==> src/rtl/rvc_asap_5pl_fetch.sv <==
// Q100H/Q101H fetch front end: PC generation, one-entry stall skid
// for the synchronous I_MEM read data, and redirect slot killing.
module rvc_asap_5pl_fetch #(
    parameter logic [31:0] RESET_PC = 32'h0000_0000,
    parameter logic [31:0] PC_STEP  = 32'd4
) (
    input  logic        Clock,
    input  logic        Rst,
    input  logic        StallQ101H,
    input  logic        RedirectQ102H,
    input  logic [31:0] RedirectTargetQ102H,
    output logic [31:0] Pc,
    input  logic [31:0] InstructionQ101H,
    output logic [31:0] InstOutQ101H,
    output logic [31:0] PcQ101H,
    output logic [31:0] PcPlus4Q101H,
    output logic        ValidQ101H,
    output logic        FetchFault
);

    logic [31:0] r_pc;
    logic [31:0] r_pc_q101;
    logic [31:0] r_hold_instr;
    logic        r_valid;
    logic        r_hold_valid;
    logic        r_fault;

    logic [31:0] w_pc_next;
    logic        w_advance;
    logic        w_misaligned;

    assign w_advance    = RedirectQ102H | ~StallQ101H;
    assign w_misaligned = RedirectQ102H & (RedirectTargetQ102H[1:0] != 2'b00);

    always_comb begin
        w_pc_next = r_pc + PC_STEP;
        if (RedirectQ102H) begin
            w_pc_next = {RedirectTargetQ102H[31:2], 2'b00};
        end else if (StallQ101H) begin
            w_pc_next = r_pc;
        end
    end

    always_ff @(posedge Clock) begin
        if (!Rst) begin
            r_pc         <= RESET_PC;
            r_pc_q101    <= RESET_PC;
            r_valid      <= 1'b0;
            r_hold_valid <= 1'b0;
            r_hold_instr <= 32'h0;
            r_fault      <= 1'b0;
        end else begin
            r_pc <= w_pc_next;
            if (w_advance) begin
                r_pc_q101    <= r_pc;
                r_valid      <= ~RedirectQ102H;
                r_hold_valid <= 1'b0;
            end else if (!r_hold_valid) begin
                // I_MEM re-reads the held Pc next cycle, so keep this data
                r_hold_valid <= 1'b1;
                r_hold_instr <= InstructionQ101H;
            end
            if (w_misaligned) begin
                r_fault <= 1'b1;
            end
        end
    end

    assign Pc           = r_pc;
    assign PcQ101H      = r_pc_q101;
    assign PcPlus4Q101H = r_pc_q101 + PC_STEP;
    assign ValidQ101H   = r_valid & ~RedirectQ102H;
    assign InstOutQ101H = r_hold_valid ? r_hold_instr : InstructionQ101H;
    assign FetchFault   = r_fault;

endmodule

==> config.mk <==
export PLATFORM = sky130hd
export DESIGN_NAME = rvc_asap_5pl_fetch
export DESIGN_NICKNAME = d
export VERILOG_FILES = /design/src/rtl/rvc_asap_5pl_fetch.sv
export SDC_FILE = /design/constraint.sdc
export NUM_CORES = 1
export LEC_CHECK = 0
export BUFFER_PORTS_ARGS = -buffer_cell sky130_fd_sc_hd__buf_4
export CORE_UTILIZATION = 37
export CTS_CLUSTER_DIAMETER = 50
export DETAILED_ROUTE_END_ITERATION = 10
export PLACE_DENSITY = 0.66
export SYNTH_ARGS = -nofsm -noshare
export SYNTH_HDL_FRONTEND = slang
export SYNTH_SLANG_ARGS = --single-unit
==> constraint.sdc <==
create_clock -name Clock -period 3.8 [get_ports Clock]
set_input_delay 1.14 -clock Clock [delete_from_list [all_inputs] [get_ports Clock]]
set_output_delay 1.14 -clock Clock [all_outputs]
set_load 0.05 [all_outputs]
; ---- Yosys cells after proc, flatten, opt, wreduce, memory -nomap -nowiden
; Cells that the tools add are included.
[totals]
output_inout_bits = 130
inputBits = 68
elab_cells = 22
reg_bits = 99
[classes]
muxes = 4
n_bitwise = 6
eq_ne = 1
addsub = 2
n_reduce_logical = 2
[ops]
columns = op, count
row1 = $mux W32, 3
row2 = $add A32 B3 Y32 const B, 2
row3 = $not A1 Y1, 3
row4 = $and A1 B1 Y1, 2
row5 = $ne A2 B1 Y1 const B, 1
row6 = $reduce_bool A2 Y1, 1
row7 = $reduce_or A2 Y1, 1
row8 = $mux W1, 1
row9 = $or A1 B1 Y1, 1

; ---- Longest topological paths before layout
[logic_depth]
word_depth = 3
mapped_depth = 6
ltp_nobuf = 5

; ---- Worst setup path after synthesis
; No wires, ideal clock.
[synth_path]
path_type = reg-to-output
start = register r_pc_q101[9], in the netlist PcQ101H[9]
end = output PcPlus4Q101H[26]
t_arrival_ns = 2.604
setup_slack_ns = 0.056
stages_incl_launch_ff = 5
path_buffers = 0
required_time_ns = 2.660
cell_sequence = dfxtp_1 nand4_1 nor4_4 nand4_1 xnor2_1
[synth_via]
elab_chain_len = 1
[synth_lines]
columns = item, line
row1 = start: declaration, 22  ; logic [31:0] r_pc_q101;
row2 = start signal: assignment, 55  ; r_pc_q101 <= r_pc;
row3 = $add A32 B3 Y32, 71  ; assign PcPlus4Q101H = r_pc_q101 + PC_STEP;
row4 = end: declaration, 16  ; output logic [31:0] PcPlus4Q101H,
; Every way passes these cells.

; ---- Worst setup path in the final report
[layout_path]
start = register r_pc_q101[2], in the netlist PcQ101H[2]
end = output PcPlus4Q101H[28]
; The elaborated chain is that of the path after synthesis.

==> metrics <==
placed cell count 953; status completed; Post-Route WL ~15 mm; final net count 858; Max IR drop VDD roughly 0.00023 V; Wirelength per Cell 15.06 um; WP data arrival 2.29 ns; cells on worst reg2reg path 4; CP Cell Sequence ha_1, nand3_1, nor4_4, nand4_1, xnor2_1, buf_4; vias in the first global route between 4000 and 5000; CP max-delay cell nor4_4; worst slew pin tran 0.8757 ns; leakage power 3.014 nW; die width 120.7 um; worst min path class reg2reg; worst hold start FetchFault; filler instances 1293; largest net degree at the start of global routing 103; pwr/cell area ~400 nW/um2; Max-Cap Viols 0; Final setup viols 0; post_cts resized 0; CTS Root Cell clkbuf_16; CP max FO 8; Yosys top cell area share between 30% and 40%; clock skew about 0.0045 ns; Yosys reg bits 95; GPL Wtd Cong 0.8674; WP buf/inv 1; CP Launch Type flop; hold slack 0.4891 ns; Post-CTS Hold Buffers 0; Synth Area per Inst 8.338 um2; ranking of synthesized cells by area dfxtp_1 36%, mux2_2 6.9%, nand2_1 5.9%; router iterations before antenna repair 4; Hold Path End FetchFault; Critical Path Sink Type output port; GRT met1 Usage roughly 24%; DRC Markers 0; post-DR vias/cell roughly 5.2; Post-CTS Setup Repair Bufs 0; n_diodes 0; Yosys warnings 0; number of CTS-inserted buffers 9; flop2flop setup slack about 1.8 ns; Final Non-Filler Cells approximately 970; worst r2r src Pc[4]; Iter 0 DRT Violations roughly 310; Fin Setup TNS 0 ns; Relative slew margins 41.62%; unrepaired setup endpoints after global routing no; CTS H-Tree Depth 3; Initial Utilization 38.59%; Post-synth top flop dfxtp_1; I/O Pins 198; worst skew pair latency 0.34 ns; first-pass GRT wire length between 20 and 25 mm; Final Slew Violations 0; Vias 5042; fin crit period 3.429 ns; row cnt 42; ys async rst share 0%; GRT busiest layer met2; CTS clk-pin slew, worst paths 0.06 ns; die area 14560 um2; Synth Cell Area 5211 um2; CTS sink cnt 95; Syn Inst Count 625; initial antenna violation count 0; met3 usage 4.953%; Fin. Hold Viols 0; fmax 0.2916 GHz; fin crit share 90.23%; register area share after synthesis a little over a third; All-Layer GR Usage 19.58%; core area 13510 um2; critical path's top delay family simple AND/OR/NAND/NOR gates; largest area contributor in the netlist dfxtp_1; Max Buffers Root-to-Sink 2; GRT overflow 0; Req. time, crit path roughly 2.7 ns; port buffer count 191; Yosys cell types 48; worst hold stages 1; layout cells sized above 1 32.28%; WS Path Type reg2out; TritonCTS clock tree yes; grt met2 use 32.15%; number of synthesized flops with an enable pin 0; RR Endpoint Pc[29]; Die Span Y 120.7 um; HPWL Detailed 10.47 mm; Routed Antenna Nets 0; slowest cell delay on critical path 0.46 ns; synthesis-to-layout area growth 35.22%
==> flip-flops by register name, summed over array words and instances, names as in the netlist <==
signal / count
r_hold_valid: 1
r_valid: 1
r_hold_instr: 32
FetchFault: 1
PcQ101H: 30
Pc: 30
==> cell usage in the layout, fill, tap and decap left out, drive strengths merged, types with 20 or more instances in the layout <==
cell,netlist,final
buf,14,196
nor3b,35,35
xnor2,31,31
a21boi,30,30
nand2,82,82
mux2,32,32
nor2,76,76
nand3,27,27
dfxtp,95,95
o21ai,20,20
==> area by class of cell <==
cell class | instances | area (um2) | area share [%]
Multi-Input combinational cell | 477 | 3083 | 43.75
Tap cell | 176 | 220.2 | 3.125
Sequential cell | 95 | 1902 | 26.99
Clock buffer | 14 | 274.0 | 3.888
Inverter | 9 | 33.78 | 0.4794
Timing Repair Buffer | 196 | 1496 | 21.24
Clock inverter | 2 | 37.54 | 0.5327
==> worst max path at each step <==
| stage | depth (start not counted) | endpoint | from |
|---|---|---|---|
| floorplan | 4 | PcPlus4Q101H[26] | PcQ101H[9] |
| global placement | 5 | PcPlus4Q101H[28] | PcQ101H[9] |
| detailed placement | 5 | PcPlus4Q101H[28] | PcQ101H[9] |
| CTS | 5 | PcPlus4Q101H[28] | PcQ101H[9] |
| global route | 5 | PcPlus4Q101H[28] | PcQ101H[9] |
| finish | 6 | PcPlus4Q101H[28] | PcQ101H[2] |
==> through the flow <==
step                util, %  total power [mW]  area, um2  worst slack (ns)
global placement      49.87             1.854       6735            0.8457
global route          52.18             2.896       7047            0.1903
CTS                   52.18             2.808       7047            0.3125
detailed placement    49.87             1.866       6735            0.6909
floorplan                 -             1.632       5230           0.05649
finish                52.18             2.784       7047            0.3712
==> power by group <==
| part | switching (mW) | internal (mW) | total [mW] |
|---|---|---|---|
| sequential | 0.0814 | 1.06 | 1.14 |
| clock | 0.377 | 0.565 | 0.942 |
| combinational | 0.458 | 0.244 | 0.702 |
==> cell usage after synthesis (2+ instances only) <==
cell type,n
nand4b_1,4
nor3b_2,2
nor3_1,15
nand2b_1,3
nand2_1,82
a21boi_0,30
a21oi_1,6
a311oi_1,6
clkbuf_1,34
and4_1,17
o211a_1,7
inv_1,9
nor2b_1,8
buf_4,6
mux2_2,32
nor3b_1,33
xnor2_1,31
nor4_4,4
xor2_1,8
buf_2,5
a21o_1,2
dfxtp_1,95
nor2_1,76
buf_1,2
nor4_1,4
nor3_2,3
nand3_1,26
and3_1,8
nand4_1,18
and2_1,6
o21ai_0,20
a211oi_1,6
ha_1,2
==> logic make-up (layout without fill, tap and decap cells) <==
family / after synthesis / after routing / synth area share (%)
adders and majority gates: 2 / 2 / 0.4801
AOI/OAI and AO/OA: 84 / 84 / 11.52
other: 1 / 6 / 0.07196
DFF: 95 / 95 / 36.49
xor gates and xnor gates: 39 / 39 / 6.555
and+or+nand+nor: 313 / 313 / 32.87
buffers and inverters: 58 / 221 / 4.898
muxes: 33 / 33 / 7.107
==> worst reg2reg max path, stage by stage (launching register included) <==
cell	delay, ns
dfxtp_1	0.53
nand4_1	0.28
nor4_4	0.73
a311oi_1	0.22
nor3b_2	0.20
==> per-layer routing <==
| metal | up-vias | part of all wire (%) |
|---|---|---|
| li1 | 2505 | - |
| met5 | - | 0 |
| met4 | 0 | 2.0 |
| met2 | 178 | 46 |
| met3 | 23 | 7.6 |
| met1 | 2336 | 44 |
No activity file was read; power rests on OpenSTA's default activity.
